--- src/rtl/serial_out_tx.sv ---
// serial_out_tx
//   Byte-wide 8N1 serial transmitter fed by the parallel output port strobe.
//   A one-byte holding buffer absorbs a second store issued mid-frame; any
//   further store while the buffer is full is dropped and flagged.
//
// Ports:
//   clk      system clock, rising edge
//   rst      asynchronous active-high reset
//   Start    write strobe, one request per cycle it is high
//   DataIn   byte to send, sampled when Start=1
//   ClrOvr   synchronous clear of Overrun
//   Tx       serial line, idle high
//   Busy     frame in progress (START, DATA or STOP)
//   Pending  holding buffer occupied
//   Overrun  sticky flag: a byte was dropped
module serial_out_tx #(
  parameter int unsigned CLKS_PER_BIT = 434
) (
  input  logic       clk,
  input  logic       rst,
  input  logic       Start,
  input  logic [7:0] DataIn,
  input  logic       ClrOvr,
  output logic       Tx,
  output logic       Busy,
  output logic       Pending,
  output logic       Overrun
);

  localparam int unsigned CW = (CLKS_PER_BIT > 1) ? $clog2(CLKS_PER_BIT) : 1;
  localparam logic [CW-1:0] CNT_LAST = CW'(CLKS_PER_BIT - 1);

  typedef enum logic [1:0] {
    IDLE  = 2'd0,
    START = 2'd1,
    DATA  = 2'd2,
    STOP  = 2'd3
  } state_t;

  state_t        state_q, state_d;
  logic [CW-1:0] cnt_q, cnt_d;
  logic [2:0]    bit_q, bit_d;
  logic [7:0]    shift_q, shift_d;
  logic [7:0]    hold_q, hold_d;
  logic          pend_q, pend_d;
  logic          ovr_q, ovr_d;

  logic          bit_end;
  logic          stop_end;
  logic          ovr_set;

  always_ff @(posedge clk or posedge rst) begin
    if (rst) begin
      state_q <= IDLE;
      cnt_q   <= '0;
      bit_q   <= '0;
      shift_q <= '0;
      hold_q  <= '0;
      pend_q  <= 1'b0;
      ovr_q   <= 1'b0;
    end else begin
      state_q <= state_d;
      cnt_q   <= cnt_d;
      bit_q   <= bit_d;
      shift_q <= shift_d;
      hold_q  <= hold_d;
      pend_q  <= pend_d;
      ovr_q   <= ovr_d;
    end
  end

  always_comb begin
    state_d  = state_q;
    cnt_d    = cnt_q;
    bit_d    = bit_q;
    shift_d  = shift_q;
    hold_d   = hold_q;
    pend_d   = pend_q;
    ovr_set  = 1'b0;
    bit_end  = (cnt_q == CNT_LAST);
    stop_end = (state_q == STOP) && bit_end;

    if (state_q != IDLE) begin
      cnt_d = bit_end ? '0 : cnt_q + 1'b1;
    end

    unique case (state_q)
      IDLE: begin
        if (Start) begin
          shift_d = DataIn;
          cnt_d   = '0;
          state_d = START;
        end
      end
      START: begin
        if (bit_end) state_d = DATA;
      end
      DATA: begin
        if (bit_end) begin
          shift_d = {1'b0, shift_q[7:1]};
          bit_d   = bit_q + 3'd1;
          if (bit_q == 3'd7) state_d = STOP;
        end
      end
      STOP: begin
        // Buffered byte has priority over a coincident Start so order is kept.
        if (bit_end) begin
          if (pend_q) begin
            shift_d = hold_q;
            state_d = START;
          end else if (Start) begin
            shift_d = DataIn;
            state_d = START;
          end else begin
            state_d = IDLE;
          end
        end
      end
      default: state_d = IDLE;
    endcase

    // On the final STOP cycle the buffer is draining, so a coincident Start
    // refills it instead of counting as an overrun.
    if (state_q != IDLE && Start) begin
      if (stop_end) begin
        if (pend_q) hold_d = DataIn;
      end else if (!pend_q) begin
        hold_d = DataIn;
        pend_d = 1'b1;
      end else begin
        ovr_set = 1'b1;
      end
    end
    if (stop_end && pend_q && !Start) pend_d = 1'b0;

    ovr_d = ovr_set | (ovr_q & ~ClrOvr);
  end

  always_comb begin
    unique case (state_q)
      START:   Tx = 1'b0;
      DATA:    Tx = shift_q[0];
      default: Tx = 1'b1;
    endcase
  end

  assign Busy    = (state_q != IDLE);
  assign Pending = pend_q;
  assign Overrun = ovr_q;

endmodule
--- config.mk ---
export PLATFORM = sky130hd
export DESIGN_NAME = serial_out_tx
export DESIGN_NICKNAME = d
export VERILOG_FILES = /design/src/rtl/serial_out_tx.sv
export SDC_FILE = /design/constraint.sdc
export NUM_CORES = 1
export LEC_CHECK = 0
export CORE_MARGIN = 4
export CORE_UTILIZATION = 46
export DETAILED_ROUTE_END_ITERATION = 10
export PLACE_DENSITY = 0.64
export SLEW_MARGIN = 30
export SYNTH_ARGS = -nofsm -noshare
export SYNTH_HDL_FRONTEND = slang
export SYNTH_SLANG_ARGS = --single-unit
--- constraint.sdc ---
create_clock -name clk -period 2.75 [get_ports clk]
set_input_delay 0.275 -clock clk [delete_from_list [all_inputs] [get_ports clk]]
set_output_delay 0.275 -clock clk [all_outputs]
set_load 0.02 [all_outputs]
Yosys cells after proc, flatten, opt, wreduce, memory -nomap -nowiden

Index checks and enable logic that the tools add are counted.

Register bits: 32
Input port bits: 12
Logic and storage cells: 66

Multiplexer cells: 27
Reduce and logical (&&, ||, !) cells: 14
Bitwise logic cells: 3
$add $sub $neg: 2
Equality and inequality tests: 13

Operator list:

| kind                | count |
|---|---|
| $mux 8              | 7 |
| $mux 9              | 4 |
| $pmux 8 s3          | 1 |
| $ne 2x2->1 const B  | 6 |
| $mux 2              | 5 |
| $add 9x1->9 const B | 1 |
| $eq 9x9->1 const B  | 1 |
| $mux 1              | 8 |
| $pmux 2 s4          | 1 |
| $reduce_and 3->1    | 2 |
| $reduce_and 5->1    | 1 |
| $eq 2x2->1 const B  | 2 |
| $logic_and 1x1->1   | 4 |
| $ne 2x1->1 const B  | 2 |
| $reduce_and 2->1    | 2 |
| $reduce_bool 2->1   | 2 |
| $add 3x1->3 const B | 1 |
| $eq 3x3->1 const B  | 1 |
| $reduce_bool 3->1   | 1 |
| $eq 2x1->1 const B  | 1 |
| $logic_not 2->1     | 1 |
| $pmux 1 s2          | 1 |
| $and 1x1->1         | 1 |
| $logic_not 1->1     | 1 |
| other kinds (2)     | 2 |

Depth between registers and ports, before layout

Gate-level depths: netlist (run 1).

Depth in word-level cells: 6
Gate-level depth with buffers: 8

Worst setup path before layout (run 1)

OpenSTA, ideal clock, no wires.

Path kind: register to register
Start point: register cnt_q[2]
End point: register hold_q[0]
Path slack: 0.764 ns
Clock period less this slack: 1.986 ns
Buffers on the path: 1
Arrival time: 1.861 ns
Cell stages (with the launch flop): 7
Data required time: 2.625 ns
Setup time: 0.125 ns
Cells stage by stage: dfrtp_1 -> buf_6 -> nor4b_4 -> nand3_1 -> ha_1 -> nand2_1 -> mux2_2

Cells in the longest elaborated chain, start to end: 4
Elaborated cells on any way between the ends: 6

RTL lines:

| item                                               | line | text |
|---|---|---|
| from (decl)                                        | 41   | `logic [CW-1:0] cnt_q, cnt_d;` |
| from (signal assigned)                             | 63   | `cnt_q <= cnt_d;` |
| $eq 9x9->1 (*)                                     | 80   | `bit_end = (cnt_q == CNT_LAST);` |
| $logic_and 1x1->1 (*)                              | 81   | `stop_end = (state_q == STOP) && bit_end;` |
| $ne 2x1->1 (no line) or $ne 2x2->1 (tied branches) | --   |  |
| $reduce_and 3->1 (no line)                         | --   |  |
| to (signal assigned)                               | 66   | `hold_q <= hold_d;` |
| to (decl)                                          | 44   | `logic [7:0] hold_q, hold_d;` |

Mark *: on every way between the ends. The rest lies on a longest branch, timed or not.
A chain may end at the register's enable or synchronous reset.

Worst setup path after layout (run 1)

Start point: register state_q[0]
End point: output Tx

Cells in the longest elaborated chain, start to end: 2
Elaborated cells on any way between the ends: 3

RTL lines:

| item                                     | line | text |
|---|---|---|
| from (decl)                              | 40   | `state_t state_q, state_d;` |
| from (signal assigned)                   | 62   | `state_q <= state_d;` |
| $eq 2x2->1 or $eq 2x1->1 (tied branches) | 140  | `unique case (state_q)` |
| $pmux 1 s2 (*)                           | 140  |  |
| to (decl)                                | 24   | `output logic Tx,` |

Marks and branches as above.

==> impl_metrics.env, run 1 <==
export IMPL_outcome="complete, no violations"
export IMPL_clock_skew_ns=0.00891
export IMPL_drv_cap=0
export IMPL_max_freq_ghz=0.403
export IMPL_core_sq_um=3470
export IMPL_synth_common_cells="dfrtp_1, nand2_1, mux2_2"
export IMPL_wirelength_microns=3590
export IMPL_port_buffers=15
export IMPL_gp_congestion=0.878
export IMPL_wl_met2_microns=1650
export IMPL_cts_htree_levels=2
export IMPL_final_layout_size_suffix_gt1_share_pct=15.7
export IMPL_grt_max_degree=33
export IMPL_ant_nets=0
export IMPL_maxSlewHeadroom_pct=59.9
export IMPL_fin_crit_sh_pct=90.2
export IMPL_vdd_ir_drop_max_mv=0.419
export IMPL_yosysMostFrequentCell="dfrtp_1"
export IMPL_crit_required_ns=2.48
export IMPL_syn_inst=154
export IMPL_grt_antenna_before_repair=0
export IMPL_wl_met1_microns=1700
export IMPL_placed_cells=210
export IMPL_grt_pass1_vias=1379
export IMPL_rows=21
export IMPL_slowest_delay_ns=0.62
export IMPL_die_w_microns=69.1
export IMPL_grt_ovfl_total=0
export IMPL_avgSynthCellArea_sq_um=11.2
export IMPL_end_kind="primary output"
export IMPL_root_buffer="clkbuf_8"
export IMPL_synth_top_area_share_pct=46.6
export IMPL_clk_pin_slew_ns=0.07
export IMPL_powerDensity_nw_per_um2=468
export IMPL_cts_setup_buffers=0
export IMPL_wl_per_cell_microns=16.5
export IMPL_synth_edf_count=0
export IMPL_cts_resized=0
export IMPL_drc=0
export IMPL_period_minus_slack_ns=2.48
export IMPL_leakage_uw=0.000848
export IMPL_layout_nets=192
export IMPL_final_max_slew_viol_count=0
export IMPL_fin_tns_setup_ns=0
export IMPL_cp_startpoint="state_q[0]$_DFFE_PP0P_"
export IMPL_clk_path_buf_depth=2
export IMPL_numCtsBuffers=5
export IMPL_synth_ff_type="dfrtp_1"
export IMPL_hpwl_microns=2490
export IMPL_firstDrtPassIters=4
export IMPL_synthesis_nets=175
export IMPL_synth_largest_area_cell="dfrtp_1"
export IMPL_wl_met3_microns=217
export IMPL_async_reset_ff_share_pct=100
export IMPL_cts_sinks=32
export IMPL_antenna_cells=0
export IMPL_syn_to_final_growth_pct=15.6
export IMPL_vias_per_cell=6.10
export IMPL_worstPathArrival_ns=2.20
export IMPL_cp_max_fo=12
export IMPL_hold_class="in2async"
export IMPL_fin_util_pct=57.3
export IMPL_setup_viol=0
export IMPL_whs_ns=0.373
export IMPL_pin_count=16
export IMPL_startpoint_type="flip-flop"
export IMPL_hold_buffers=0
export IMPL_critPathKind="reg2out"
export IMPL_fp_dieH_microns=69.1
export IMPL_worst_r2r_startpoint="cnt_q[1]$_DFF_PP0_"
export IMPL_rsz0062_at_grt="false"
export IMPL_finalNonFillerCells=218
export IMPL_power_uw=930
export IMPL_clk_latency_ns=0.29
export IMPL_vias=1329
export IMPL_worstMarginPinSlew_ns=0.601
export IMPL_hold_viol=0
export IMPL_dieArea_sq_um=4780
export IMPL_initial_core_util_pct=49.5
export IMPL_ys_ff_latch=32
export IMPL_critPathSlowestCell="clkdlybuf4s50_1"
export IMPL_yosys_top_cells_area="dfrtp_1, ha_1, mux2_2"
export IMPL_cts_tree="yes"
export IMPL_yosysSeqAreaShare_pct=46.6
export IMPL_top_layer_used="met4"
export IMPL_grt_pass1_wl_microns=6480
export IMPL_yosys_cell_types_count=44
export IMPL_netlist_area_sq_um=1720
export IMPL_cp_cell_sequence="inv_1 > ha_1 > mux2i_1 > clkdlybuf4s50_1"
export IMPL_grt_use_total_pct=16.7
export IMPL_drtIter0Drc=181
export IMPL_yosys_warnings=0
## registers in the layout (all words and copies together) (netlist names)
register	cells
cnt_q	9
hold_q	8
shift_q	8
bit_q	3
state_q	2
Overrun	1
Pending	1
## metal layers
layer  GRT usage (%)  vias up
met4            4.12        0
li1                -      625
met3            5.23        4
met2            24.9       40
met5               0        -
met1            23.7      660
## cell usage in the layout, fill, tap and decap left out, drive strengths merged, types with 4 or more instances in the layout
master         Yosys  layout
nand3              4       4
nand2             12      12
a222oi             7       7
inv                8       8
clkbuf             1       5
mux2              10      10
o2bb2ai            8       8
nor2               5       5
o21ai             10      10
a21oi              6       6
dfrtp             32      32
a31oi              4       4
ha                 9       9
clkdlybuf4s50      0      15
## through the flow
stage	cell area, sq um	worst slack (ns)
after floorplan	1720	0.764
after global placement	1890	0.619
after detailed placement	1890	0.554
after CTS	1990	0.262
after global routing	1990	0.144
final	1990	0.271
## worst max-delay path, delay by kind of cell (launching register included)
| kind | cells | cell delay [ns] |
|---|---|---|
| flip-flops | 1 | 0.45 |
| buffers and inverters | 2 | 0.73 |
| multiplexers | 1 | 0.25 |
| adder cells (fa/ha/maj) | 1 | 0.48 |
## layout make-up
| type | instances | area (sq um) |
|---|---|---|
| Clock inverter | 3 | 23.8 |
| Timing Repair Buffer | 16 | 158 |
| Multi-Input combinational cell | 108 | 847 |
| Sequential cell | 32 | 801 |
| Tap cell | 46 | 57.6 |
| Inverter | 8 | 30.0 |
| Clock buffer | 5 | 68.8 |
| Fill cell | 303 | 1480 |
## cell families (layout without fill, tap and decap cells)
| logic type | Yosys count | in the layout | share of synthesized area [%] |
|---|---|---|---|
| multiplexers | 11 | 11 | 7.14 |
| XOR/XNOR | 1 | 1 | 0.510 |
| AO/OA/AOI/OAI | 49 | 49 | 21.9 |
| flip-flops | 32 | 32 | 46.6 |
| buffers and inverters | 14 | 32 | 4.08 |
| AND/OR/NAND/NOR | 38 | 38 | 13.3 |
| adder cells (fa/ha/maj) | 9 | 9 | 6.56 |
## where the power goes
| part | leakage, uW | internal, uW | total [uW] | switching [uW] |
|---|---|---|---|---|
| logic | 0.000409 | 37.4 | 62.0 | 24.6 |
| clock network | 0.0000404 | 179 | 369 | 190 |
| registers | 0.000398 | 489 | 499 | 9.59 |
## worst paths after layout
kind / end / slack [ns] / depth (start not counted)
worst max-delay path: Tx / 0.27 / 4
max in group asynchronous: cnt_q[1]$_DFF_PP0_ / 2.08 / 3
worst min-delay path: cnt_q[7]$_DFF_PP0_ / 0.37 / 3
worst max register to register: hold_q[1]$_DFFE_PP0P_ / 0.56 / 7
worst min register to register: bit_q[0]$_DFFE_PP0P_ / 0.49 / 1
min in group clk: bit_q[0]$_DFFE_PP0P_ / 0.49 / 1
(Power assumes the default switching activity.)
==> run 2: changes to the inputs <==
--- a/config.mk
+++ b/config.mk
@@ -5,6 +5,7 @@
 export SDC_FILE = /design/constraint.sdc
 export NUM_CORES = 1
 export LEC_CHECK = 0
+export ABC_AREA = 1
 export CORE_MARGIN = 4
 export CORE_UTILIZATION = 46
 export DETAILED_ROUTE_END_ITERATION = 10
==> run 2 against run 1 <==
Against the previous run: clock power barely moved; flip-flop and latch count did not move; register-to-register slack improved by 0.04 ns; power rose by 110%; die area rose by 9.2%; hold slack improved by 0.010 ns; worst setup slack improved by 0.075 ns; count of clock-buffer cells in the layout rose by 3; via count rose by 19%; global-route usage rose by 0.26 points; core utilization fell by 3.0 points; sequential share of layout area fell by 3.5 points; largest power group is now combinational cells.
==> impl_metrics.env, run 2 <==
export IMPL_outcome="complete, no violations"
export IMPL_worst_path_buf_inv=2
export IMPL_top_layer_used="met4"
export IMPL_fp_dieH_microns=72.2
export IMPL_pin_count=16
export IMPL_crit_required_ns=2.48
export IMPL_combPwrFrac_pct=43.9
export IMPL_end_kind="primary output"
export IMPL_cts_setup_buffers=0
export IMPL_cts_htree_levels=2
export IMPL_rsz0062_at_grt="false"
export IMPL_yosys_cell_types_count=22
export IMPL_powerDensity_nw_per_um2=914
export IMPL_largest_register_ffs=9
export IMPL_pwr_share_seq_pct=37.6
export IMPL_final_max_slew_viol_count=0
export IMPL_grt_max_degree=33
export IMPL_core_sq_um=4000
export IMPL_grt_antenna_before_repair=0
export IMPL_critPathKind="reg2out"
export IMPL_avgSynthCellArea_sq_um=7.44
export IMPL_final_common_cell="nand2_1"
export IMPL_cts_sinks=32
export IMPL_ant_nets=0
export IMPL_synth_largest_area_cell="dfrtp_1"
export IMPL_ys_ff_latch=32
export IMPL_clk_latency_ns=0.28
export IMPL_yosysSeqAreaShare_pct=42.2
export IMPL_wl_met3_microns=227
export IMPL_initial_core_util_pct=47.5
export IMPL_slowest_delay_ns=0.64
export IMPL_grt_pass1_wl_microns=6870
export IMPL_async_reset_ff_share_pct=100
export IMPL_nFillCells=392
export IMPL_root_buffer="clkbuf_8"
export IMPL_wirelength_microns=3850
export IMPL_leakage_uw=0.00110
export IMPL_worstMarginPinSlew_ns=0.523
export IMPL_hold_class="in2async"
export IMPL_stdcell_area_sq_um=2170
export IMPL_critPathSlowestCell="clkdlybuf4s50_1"
export IMPL_setup_viol=0
export IMPL_syn_inst=255
export IMPL_netlist_area_sq_um=1900
export IMPL_fin_tns_setup_ns=0
export IMPL_synthesis_nets=276
export IMPL_wl_met1_microns=2090
export IMPL_largestRegisters="cnt_q: 9 flops, hold_q: 8 flops, shift_q: 8 flops"
export IMPL_wl_met2_microns=1480
export IMPL_cp_max_fo=12
export IMPL_gp_congestion=0.786
export IMPL_fin_util_pct=54.3
export IMPL_syn_to_final_growth_pct=14.4
export IMPL_largest_register="cnt_q"
export IMPL_port_buffers=15
export IMPL_final_layout_size_suffix_gt1_share_pct=8.42
export IMPL_p_sw_share_pct=41.2
export IMPL_max_freq_ghz=0.416
export IMPL_cp_cell_sequence="inv_1 > ha_1 > nand2_1 > o21ai_0 > clkdlybuf4s50_1"
export IMPL_crit_family="buffers and inverters"
export IMPL_layout_nets=293
export IMPL_worstPathArrival_ns=2.13
export IMPL_cts_tree="yes"
export IMPL_period_minus_slack_ns=2.40
export IMPL_p_int_uw=1170
export IMPL_dieArea_sq_um=5220
export IMPL_placed_cells=315
export IMPL_whs_ns=0.383
export IMPL_yosys_top_cells_area="dfrtp_1, nand2_1, nand3_1"
export IMPL_clock_skew_ns=0.00211
export IMPL_vias=1577
export IMPL_maxSlewHeadroom_pct=65.1
export IMPL_finalNonFillerCells=323
export IMPL_yosys_warnings=0
export IMPL_wl_per_cell_microns=11.9
export IMPL_fin_crit_sh_pct=87.4
export IMPL_clk_pin_slew_ns=0.06
export IMPL_drtIter0Drc=168
export IMPL_synth_common_cells="nand2_1, dfrtp_1, inv_1"
export IMPL_grt_use_total_pct=17.0
export IMPL_grt_pass1_vias=1452
export IMPL_cts_resized=0
export IMPL_hold_viol=0
export IMPL_drv_cap=0
export IMPL_synth_top_area_share_pct=42.2
export IMPL_rows=23
export IMPL_vias_per_cell=4.88
export IMPL_antenna_cells=0
export IMPL_grt_ovfl_total=0
export IMPL_most_common_layout_cells="nand2_1, dfrtp_1, inv_1"
export IMPL_synth_edf_count=0
export IMPL_power_switching_uw=817
export IMPL_vdd_ir_drop_max_mv=0.482
export IMPL_drc=0
export IMPL_dpl_cell_area_sq_um=2080
export IMPL_seq_area_sq_um=801
export IMPL_multi_input_area_sq_um=941
export IMPL_yosysMostFrequentCell="nand2_1"
export IMPL_startpoint_type="flip-flop"
export IMPL_p_clk_share_pct=18.5
export IMPL_hpwl_microns=2810
export IMPL_clk_path_buf_depth=2
export IMPL_numCtsBuffers=5
export IMPL_synth_ff_type="dfrtp_1"
export IMPL_die_w_microns=72.2
export IMPL_firstDrtPassIters=4
export IMPL_hold_buffers=0
## run 2: routing by layer
layer | global-route usage, % | vias up
met5 | 0 | -
met4 | 5.64 | 0
met3 | 4.71 | 5
met2 | 22.1 | 30
met1 | 26.5 | 689
li1 | - | 853
## run 2: worst paths after layout
kind                                             start               endpoint  slack (ns)  cells after the start
worst max-delay path            state_q[0]$_DFFE_PP0P_                     Tx        0.35                      5
worst min-delay path                               rst  hold_q[3]$_DFFE_PP0P_        0.38                      3
worst max register to register      cnt_q[1]$_DFF_PP0_  hold_q[6]$_DFFE_PP0P_        0.60                     11
worst min register to register    bit_q[0]$_DFFE_PP0P_   bit_q[0]$_DFFE_PP0P_        0.48                      1
max in group asynchronous                          rst   bit_q[0]$_DFFE_PP0P_        2.07                      3
min in group clk                  bit_q[0]$_DFFE_PP0P_   bit_q[0]$_DFFE_PP0P_        0.48                      1
## run 2: final cells by class
| type | count | area share, % |
|---|---|---|
| inverter | 32 | 5.53 |
| tap | 50 | 2.88 |
| timing repair buffer | 16 | 7.26 |
| multi-input combinational | 185 | 43.3 |
| sequential | 32 | 36.9 |
| clock buffer | 8 | 4.15 |
## run 2: stage by stage
step	power (uW)	setup slack (ns)
floorplan	1390	0.858
global placement	1620	0.652
detailed placement	1630	0.577
CTS	2000	0.336
global route	2190	0.197
finish	1980	0.346
## run 2: power groups by stage
stage               registers (uW)  logic (uW)  clock network, uW
floorplan                      729         660                  0
detailed placement             751         876                  0
global route                   768        1020                402
CTS                            744         881                377
global placement               750         874                  0
finish                         747         871                366
## run 2: logic make-up (layout without fill, tap and decap cells)
logic type,Yosys count,count (layout),synth area share (%)
simple gates,123,123,28.6
buf+inv,38,56,8.24
flops,32,32,42.2
fa+ha+maj,9,9,5.93
compound gates,49,49,13.2
xor+xnor,4,4,1.85
## run 2: worst reg2reg max path: stages (launching register included)
cell	delay (ns)
dfrtp_1	0.39
inv_1	0.08
ha_1	0.13
nand2_1	0.06
nor2_2	0.16
nand2_4	0.11
nor2_1	0.14
inv_1	0.06
ha_1	0.27
nand3_1	0.36
nor2_1	0.21
a21oi_1	0.05
